$ cat config.mk
export PLATFORM = sky130hd
export DESIGN_NAME = video_frame_sched_flat
export DESIGN_NICKNAME = d
export VERILOG_FILES = /design/src/rtl/video_frame_sched_if.sv /design/src/rtl/video_frame_sched.sv /design/src/flat_wrapper.sv
export SDC_FILE = /design/constraint.sdc
export NUM_CORES = 1
export LEC_CHECK = 0
export BUFFER_PORTS_ARGS = -buffer_cell sky130_fd_sc_hd__buf_4
export CORE_ASPECT_RATIO = 1.1
export CORE_MARGIN = 5
export CORE_UTILIZATION = 30
export CTS_CLUSTER_DIAMETER = 200
export DETAILED_ROUTE_END_ITERATION = 10
export HOLD_SLACK_MARGIN = 0.15
export PLACE_DENSITY_LB_ADDON = 0.05
export SYNTH_ARGS = -nofsm -noshare
export SYNTH_HDL_FRONTEND = slang
export SYNTH_SLANG_ARGS = --single-unit
$ cat constraint.sdc
create_clock -name clk -period 8.2 [get_ports clk]
set_input_delay 1.64 -clock clk [delete_from_list [all_inputs] [get_ports clk]]
set_output_delay 1.64 -clock clk [all_outputs]
set_load 0.05 [all_outputs]
$ cat src/rtl/video_frame_sched_if.sv
// rtl/video_frame_sched_if.sv - AXI4-Stream video link with master/slave modports
interface video_frame_sched_if #(
    parameter int DW = 24
);
    logic [DW-1:0] tdata;
    logic          tvalid;
    logic          tready;
    logic          tuser;
    logic          tlast;

    modport master (output tdata, output tvalid, output tuser, output tlast, input tready);
    modport slave  (input tdata, input tvalid, input tuser, input tlast, output tready);
endinterface

$ cat src/rtl/video_frame_sched.sv
// rtl/video_frame_sched.sv - four-slot frame-buffer scheduler with geometry checking
module video_frame_sched #(
    parameter int H_PIX   = 640,
    parameter int V_LINES = 480
) (
    input  logic                       clk,
    input  logic                       rstn,
    input  logic [3:0]                 Mem_cont,
    video_frame_sched_if.slave         s_axis_video,
    video_frame_sched_if.master        m_axis_video,
    input  logic                       rd_req,
    output logic [1:0]                 wr_slot,
    output logic [1:0]                 rd_slot,
    output logic                       rd_slot_valid,
    output logic                       frame_drop,
    output logic                       frame_err,
    output logic [15:0]                frame_cnt
);
    localparam int XW = (H_PIX > 1) ? $clog2(H_PIX) : 1;
    localparam int YW = (V_LINES > 1) ? $clog2(V_LINES) : 1;
    localparam logic [XW-1:0] X_LAST = XW'(H_PIX - 1);
    localparam logic [YW-1:0] Y_LAST = YW'(V_LINES - 1);

    typedef enum logic [1:0] {ST_IDLE, ST_ACTIVE, ST_DROP} state_t;
    typedef enum logic [1:0] {SL_FREE, SL_WRITING, SL_READY, SL_READING} slot_t;

    state_t        r_state;
    slot_t         r_slot [4];
    logic [XW-1:0] r_x;
    logic [YW-1:0] r_y;
    logic [1:0]    r_wr_slot;
    logic [1:0]    r_rd_slot;
    logic          r_rd_slot_valid;
    logic          r_frame_drop;
    logic          r_frame_err;
    logic [15:0]   r_frame_cnt;

    state_t        w_state_nxt;
    slot_t         w_slot_nxt [4];
    logic [XW-1:0] w_x_nxt;
    logic [YW-1:0] w_y_nxt;
    logic [XW-1:0] w_xc;
    logic [YW-1:0] w_yc;
    logic [1:0]    w_wr_nxt;
    logic [1:0]    w_rd_nxt;
    logic          w_rdv_nxt;
    logic          w_drop_nxt;
    logic          w_err_nxt;
    logic [15:0]   w_cnt_nxt;
    logic          w_in_frame;
    logic          w_rd_found;
    logic [1:0]    w_rd_idx;
    logic          w_grant_ok;
    logic [1:0]    w_grant;
    logic          w_tready;
    logic          w_m_tvalid;
    logic          w_beat;

    // Slot grant from registered states: lowest enabled FREE slot, else overwrite the READY frame
    always_comb begin
        w_grant_ok = 1'b0;
        w_grant    = 2'd0;
        for (int i = 3; i >= 0; i--) begin
            if (Mem_cont[i] && (r_slot[i] == SL_FREE)) begin
                w_grant_ok = 1'b1;
                w_grant    = 2'(i);
            end
        end
        if (!w_grant_ok) begin
            for (int i = 0; i < 4; i++) begin
                if (r_slot[i] == SL_READY) begin
                    w_grant_ok = 1'b1;
                    w_grant    = 2'(i);
                end
            end
        end
    end

    // Zero-latency data path: a granted SOF or any in-frame beat passes through, all else is sunk
    always_comb begin
        if (s_axis_video.tuser) begin
            w_tready = w_grant_ok ? m_axis_video.tready : 1'b1;
        end else if (r_state == ST_ACTIVE) begin
            w_tready = m_axis_video.tready;
        end else begin
            w_tready = 1'b1;
        end
        w_m_tvalid = rstn & s_axis_video.tvalid &
                     (s_axis_video.tuser ? w_grant_ok : (r_state == ST_ACTIVE));
    end

    assign w_beat               = s_axis_video.tvalid & w_tready;
    assign s_axis_video.tready  = w_tready;
    assign m_axis_video.tdata   = s_axis_video.tdata;
    assign m_axis_video.tuser   = s_axis_video.tuser;
    assign m_axis_video.tlast   = s_axis_video.tlast;
    assign m_axis_video.tvalid  = w_m_tvalid;

    // Next control state: SOF/allocation, geometry tracking, commit, then reader hand-off
    always_comb begin
        w_state_nxt = r_state;
        for (int i = 0; i < 4; i++) begin
            w_slot_nxt[i] = r_slot[i];
        end
        w_x_nxt    = r_x;
        w_y_nxt    = r_y;
        w_wr_nxt   = r_wr_slot;
        w_rd_nxt   = r_rd_slot;
        w_rdv_nxt  = r_rd_slot_valid;
        w_drop_nxt = 1'b0;
        w_err_nxt  = 1'b0;
        w_cnt_nxt  = r_frame_cnt;
        w_in_frame = (r_state == ST_ACTIVE);
        w_xc       = r_x;
        w_yc       = r_y;
        w_rd_found = 1'b0;
        w_rd_idx   = 2'd0;

        if (w_beat) begin
            if (s_axis_video.tuser) begin
                // A SOF inside a frame aborts the frame being written
                if (r_state == ST_ACTIVE) begin
                    w_err_nxt              = 1'b1;
                    w_slot_nxt[r_wr_slot]  = SL_FREE;
                end
                if (w_grant_ok) begin
                    w_slot_nxt[w_grant] = SL_WRITING;
                    w_wr_nxt            = w_grant;
                    w_xc                = '0;
                    w_yc                = '0;
                    w_in_frame          = 1'b1;
                end else begin
                    w_drop_nxt  = 1'b1;
                    w_in_frame  = 1'b0;
                    w_state_nxt = ST_DROP;
                    w_x_nxt     = '0;
                    w_y_nxt     = '0;
                end
            end
            if (w_in_frame) begin
                if (s_axis_video.tlast ? (w_xc != X_LAST) : (w_xc == X_LAST)) begin
                    w_err_nxt            = 1'b1;
                    w_slot_nxt[w_wr_nxt] = SL_FREE;
                    w_state_nxt          = ST_DROP;
                    w_x_nxt              = '0;
                    w_y_nxt              = '0;
                end else if (s_axis_video.tlast && (w_yc == Y_LAST)) begin
                    for (int i = 0; i < 4; i++) begin
                        if ((2'(i) != w_wr_nxt) && (w_slot_nxt[i] == SL_READY)) begin
                            w_slot_nxt[i] = SL_FREE;
                        end
                    end
                    w_slot_nxt[w_wr_nxt] = SL_READY;
                    w_cnt_nxt            = r_frame_cnt + 16'd1;
                    w_state_nxt          = ST_IDLE;
                    w_x_nxt              = '0;
                    w_y_nxt              = '0;
                end else if (s_axis_video.tlast) begin
                    w_x_nxt     = '0;
                    w_y_nxt     = w_yc + YW'(1);
                    w_state_nxt = ST_ACTIVE;
                end else begin
                    w_x_nxt     = w_xc + XW'(1);
                    w_y_nxt     = w_yc;
                    w_state_nxt = ST_ACTIVE;
                end
            end
        end

        // Reader sees the post-commit view, so a same-cycle commit is displayed immediately
        if (rd_req) begin
            for (int i = 0; i < 4; i++) begin
                if (w_slot_nxt[i] == SL_READY) begin
                    w_rd_found = 1'b1;
                    w_rd_idx   = 2'(i);
                end
            end
            if (w_rd_found) begin
                for (int i = 0; i < 4; i++) begin
                    if (w_slot_nxt[i] == SL_READING) begin
                        w_slot_nxt[i] = SL_FREE;
                    end
                end
                w_slot_nxt[w_rd_idx] = SL_READING;
                w_rd_nxt             = w_rd_idx;
                w_rdv_nxt            = 1'b1;
            end
        end
    end

    // Stream FSM, slot table and registered status outputs
    always_ff @(posedge clk or negedge rstn) begin
        if (!rstn) begin
            r_state         <= ST_IDLE;
            for (int i = 0; i < 4; i++) begin
                r_slot[i] <= SL_FREE;
            end
            r_x             <= '0;
            r_y             <= '0;
            r_wr_slot       <= 2'd0;
            r_rd_slot       <= 2'd0;
            r_rd_slot_valid <= 1'b0;
            r_frame_drop    <= 1'b0;
            r_frame_err     <= 1'b0;
            r_frame_cnt     <= 16'd0;
        end else begin
            r_state         <= w_state_nxt;
            for (int i = 0; i < 4; i++) begin
                r_slot[i] <= w_slot_nxt[i];
            end
            r_x             <= w_x_nxt;
            r_y             <= w_y_nxt;
            r_wr_slot       <= w_wr_nxt;
            r_rd_slot       <= w_rd_nxt;
            r_rd_slot_valid <= w_rdv_nxt;
            r_frame_drop    <= w_drop_nxt;
            r_frame_err     <= w_err_nxt;
            r_frame_cnt     <= w_cnt_nxt;
        end
    end

    assign wr_slot       = r_wr_slot;
    assign rd_slot       = r_rd_slot;
    assign rd_slot_valid = r_rd_slot_valid;
    assign frame_drop    = r_frame_drop;
    assign frame_err     = r_frame_err;
    assign frame_cnt     = r_frame_cnt;
endmodule

$ cat src/flat_wrapper.sv
// flat-port wrapper written by rule: the top's interface ports become plain ports
module video_frame_sched_flat 
#(
    parameter int H_PIX   = 640,
    parameter int V_LINES = 480
)
  (clk, rstn, Mem_cont, rd_req, wr_slot, rd_slot, rd_slot_valid, frame_drop, frame_err, frame_cnt, s_axis_video_tdata, s_axis_video_tvalid, s_axis_video_tuser, s_axis_video_tlast, s_axis_video_tready, m_axis_video_tdata, m_axis_video_tvalid, m_axis_video_tuser, m_axis_video_tlast, m_axis_video_tready);
  video_frame_sched_if s_axis_video_i ();
  video_frame_sched_if m_axis_video_i ();
  input  logic clk;
  input  logic rstn;
  input  logic [3:0] Mem_cont;
  input  logic rd_req;
  output logic [1:0] wr_slot;
  output logic [1:0] rd_slot;
  output logic rd_slot_valid;
  output logic frame_drop;
  output logic frame_err;
  output logic [15:0] frame_cnt;
  input wire logic [$bits(s_axis_video_i.tdata)-1:0] s_axis_video_tdata;
  input wire logic [$bits(s_axis_video_i.tvalid)-1:0] s_axis_video_tvalid;
  input wire logic [$bits(s_axis_video_i.tuser)-1:0] s_axis_video_tuser;
  input wire logic [$bits(s_axis_video_i.tlast)-1:0] s_axis_video_tlast;
  output wire logic [$bits(s_axis_video_i.tready)-1:0] s_axis_video_tready;
  output wire logic [$bits(m_axis_video_i.tdata)-1:0] m_axis_video_tdata;
  output wire logic [$bits(m_axis_video_i.tvalid)-1:0] m_axis_video_tvalid;
  output wire logic [$bits(m_axis_video_i.tuser)-1:0] m_axis_video_tuser;
  output wire logic [$bits(m_axis_video_i.tlast)-1:0] m_axis_video_tlast;
  input wire logic [$bits(m_axis_video_i.tready)-1:0] m_axis_video_tready;
  assign s_axis_video_i.tdata = s_axis_video_tdata;
  assign s_axis_video_i.tvalid = s_axis_video_tvalid;
  assign s_axis_video_i.tuser = s_axis_video_tuser;
  assign s_axis_video_i.tlast = s_axis_video_tlast;
  assign s_axis_video_tready = s_axis_video_i.tready;
  assign m_axis_video_tdata = m_axis_video_i.tdata;
  assign m_axis_video_tvalid = m_axis_video_i.tvalid;
  assign m_axis_video_tuser = m_axis_video_i.tuser;
  assign m_axis_video_tlast = m_axis_video_i.tlast;
  assign m_axis_video_i.tready = m_axis_video_tready;
  video_frame_sched #(.H_PIX(H_PIX), .V_LINES(V_LINES)) u_core (.clk(clk), .rstn(rstn), .Mem_cont(Mem_cont), .s_axis_video(s_axis_video_i), .m_axis_video(m_axis_video_i), .rd_req(rd_req), .wr_slot(wr_slot), .rd_slot(rd_slot), .rd_slot_valid(rd_slot_valid), .frame_drop(frame_drop), .frame_err(frame_err), .frame_cnt(frame_cnt));
endmodule
==> impl_metrics.yaml <==
run_status:
  status: "finished, final reports clean"
place:
  hpwl_mm: 7.22
  portBuffers: 37
  placed_cell_area_um2: 3820
  gp_congestion: 0.780
  dpl.cell_count: 552
power_and_ir_drop:
  vdd_drop_max_mv: 0.0797
  p_per_area_nw_per_um2: 205
  p_leak_nw: 1.71
  power_mw: 0.814
timing:
  hold_viol: 0
  setup-violations-final: 0
  tightest_slew_ns: 1.11
  finalSetupTns_ns: 0
  clock_skew_ns: 0.0104
  max_slew_margin_pct: 25.7
  max_freq_mhz: 175
  finalCriticalPeriod_ns: 5.71
  rsz0062_at_grt: "no"
  final_max_slew_viol_count: 0
  min_period_over_period_pct: 69.7
drt:
  via_per_inst: 5.27
  firstDrtPassIters: 4
  ant_nets: 0
  wl_met2_mm: 4.73
  drtIter0Drc: 179
  wl_met3_um: 347
  wl_mm: 9.64
  drt-met1-wl_mm: 4.39
  avgRoutedWirePerCell_um: 17.2
  num_vias: 2952
  drcViolationCount: 0
  highest-signal-layer: "met4"
setup_path:
  worstSetupPathType: "in2reg"
  arrival_ns: 5.89
  critical-path-max-stage-delay_ns: 0.36
  end_kind: "register"
  cp_top_family: "simple AND/OR/NAND/NOR gates"
  startpoint_type: "input pin"
  crit_required_ns: 8.38
  cp_slowest_cell: "or3_4"
  path_max_fanout: 29
  critical_path_buf_inv_count: 4
  path_cells: "buf_4 -> o21ba_2 -> o41ai_4 -> buf_4 -> nand2_1 -> inv_1 -> ha_1 -> and4_1 -> nand3_1 -> and4_1 -> or3_4 -> or3_1 -> a21o_1 -> a22oi_1 -> ha_1 -> inv_1 -> a41oi_4 -> mux2_4"
cells_and_area:
  mostFrequentLayoutCells: "nand2_1, dfrtp_1, buf_4, o21ai_0, nand3_1"
  nets: 445
  fillCellCount: 1260
  fin_util_pct: 33.4
  final_cells: 560
  drive_gt1_share_pct: 16.5
  final_area_um2: 3970
  syn2layout_area_growth_pct: 10.5
  diodes: 0
floorplan:
  coreArea_um2: 11900
  die_h_um: 125
  row_count: 42
  die_w_um: 114
  io_pins: 86
  dieArea_um2: 14300
  initial_core_util_pct: 30.2
yosys:
  synthArstFlopShare_pct: 100
  synth_seq_cells: 52
  synthCells: 397
  avgSynthCellArea_um2: 9.05
  yosys_warnings: 0
  syn_area_um2: 3590
  syn_nets: 437
  synth-edff-count: 0
  synthFlopType: "dfrtp_1"
  yosysSeqAreaShare_pct: 36.2
  synth.distinct_cells: 70
global_route:
  grtUsageTotal_pct: 13.6
  grt_pass1_vias: 2931
  antenna_found_initial: 0
  grt_pass1_wl_mm: 15.8
  grt_max_degree: 54
  globalRoute.totalOverflow: 0
clock_tree:
  clk_pin_slew_ns: 0.07
  cts.hold.buffers_added: 0
  cts_num_sinks: 52
  cts.repair.resized: 0
  worstSkewPairLatency_ns: 0.30
  cts_root_buf: "clkbuf_16"
  max-clock-path-buffers: 2
  htree_num_levels: 2
  cts_tree: "built"
  cts_setup_buffers: 0
  numCtsBuffers: 5
run:
  cap_violations: 0
min_path:
  hold_path_class: "reg2reg"
worst register-to-register path: stages (launching register included):
cell and delay, ns:
dfrtp_1 0.52, o21ba_1 0.24, o41ai_4 0.31, buf_4 0.34, nand2_1 0.16, inv_1 0.08
ha_1 0.15, and4_1 0.26, nand3_1 0.20, and4_1 0.29, or3_4 0.36, or3_1 0.34
a21o_1 0.19, a22oi_1 0.28, ha_1 0.22, inv_1 0.10, a41oi_4 0.29, mux2_4 0.33
metrics by stage:
step	setup WS, ns	hold WS [ns]
4_1_cts	2.45	0.473
5_1_grt	2.12	0.479
3_5_place_dp	2.14	0.456
6_report	2.49	0.463
3_3_place_gp	2.28	0.455
2_1_floorplan	2.31	0.462
where the power goes:
part           internal (mW)  switching (mW)
sequential             0.280          0.0326
clock                  0.114           0.101
combinational         0.0998           0.186
total                  0.494           0.319
kinds of logic (layout without fill, tap and decap cells):
group,after synthesis,after routing,share of synthesized area (%)
adders and majority gates,5,5,1.74
DFF,52,52,36.2
AOI/OAI and AO/OA,113,113,24.8
and+or+nand+nor,152,152,22.2
buffers and inverters,48,57,8.01
muxes,4,4,1.43
xor gates and xnor gates,23,23,5.61
path summary, 6_finish.rpt:
path	start	end	slack [ns]	cells after the start
hold reg to reg	u_core.rd_slot_valid	u_core.rd_slot_valid	0.46	1
setup reg to reg	u_core.r_slot[2]	u_core.r_slot[1]	3.42	17
min in group asynchronous	rstn	u_core.r_slot[7]	1.40	1
setup / recovery	Mem_cont[3]	u_core.r_slot[1]	2.49	18
max in group asynchronous	rstn	u_core.r_x[4]	6.34	1
hold / removal	u_core.rd_slot_valid	u_core.rd_slot_valid	0.46	1
state kept, by name, summed over array words and instances, names as in the netlist:
name	cells
u_core.frame_drop	1
u_core.wr_slot	2
u_core.rd_slot_valid	1
u_core.frame_err	1
u_core.r_y	9
u_core.rd_slot	2
u_core.r_state	2
u_core.frame_cnt	16
u_core.r_slot	8
u_core.r_x	10
final cells by class:
| cell class | count | area (µm²) | area share, % |
|---|---|---|---|
| clock inverters | 3 | 21.3 | 0.536 |
| flip-flops and latches | 52 | 1300 | 32.8 |
| well taps | 154 | 193 | 4.85 |
| clock buffers | 5 | 125 | 3.15 |
| inverters | 11 | 41.3 | 1.04 |
| multi-input cells | 297 | 2000 | 50.4 |
| repair buffers | 38 | 285 | 7.19 |
Yosys cell counts, types with 3 or more instances:
cell type | n | area [µm²]
clkbuf_1 | 8 | 30.0
nor2_1 | 14 | 52.6
a211oi_1 | 3 | 22.5
ha_1 | 5 | 62.6
o21ai_0 | 31 | 155
a41oi_1 | 3 | 26.3
nor3b_1 | 4 | 30.0
nand2b_1 | 6 | 37.5
nor4_1 | 5 | 31.3
o31ai_1 | 6 | 45.0
or2_1 | 3 | 18.8
xnor2_1 | 12 | 105
buf_4 | 26 | 195
nand2_1 | 52 | 195
a32oi_1 | 3 | 26.3
a31oi_1 | 4 | 25.0
dfrtp_1 | 52 | 1300
inv_1 | 11 | 41.3
o21ba_2 | 4 | 40.0
o21bai_1 | 3 | 22.5
and3_1 | 11 | 68.8
or3_1 | 3 | 18.8
or2_2 | 3 | 18.8
a21o_1 | 6 | 45.0
and2_1 | 3 | 18.8
a22o_1 | 5 | 43.8
a21oi_1 | 9 | 45.0
o211ai_1 | 4 | 30.0
nand3_1 | 21 | 105
xor2_1 | 11 | 96.3
nor2b_1 | 3 | 18.8
nor3_1 | 7 | 35.0
o41ai_1 | 4 | 35.0
a32o_1 | 4 | 40.0
routing by layer:
metal	global-route usage, %	up-vias
li1	-	1457
met3	2.38	12
met1	17.7	1426
met5	0	-
met4	4.05	0
met2	22.9	57
Power figures use the tool's default switching activity.
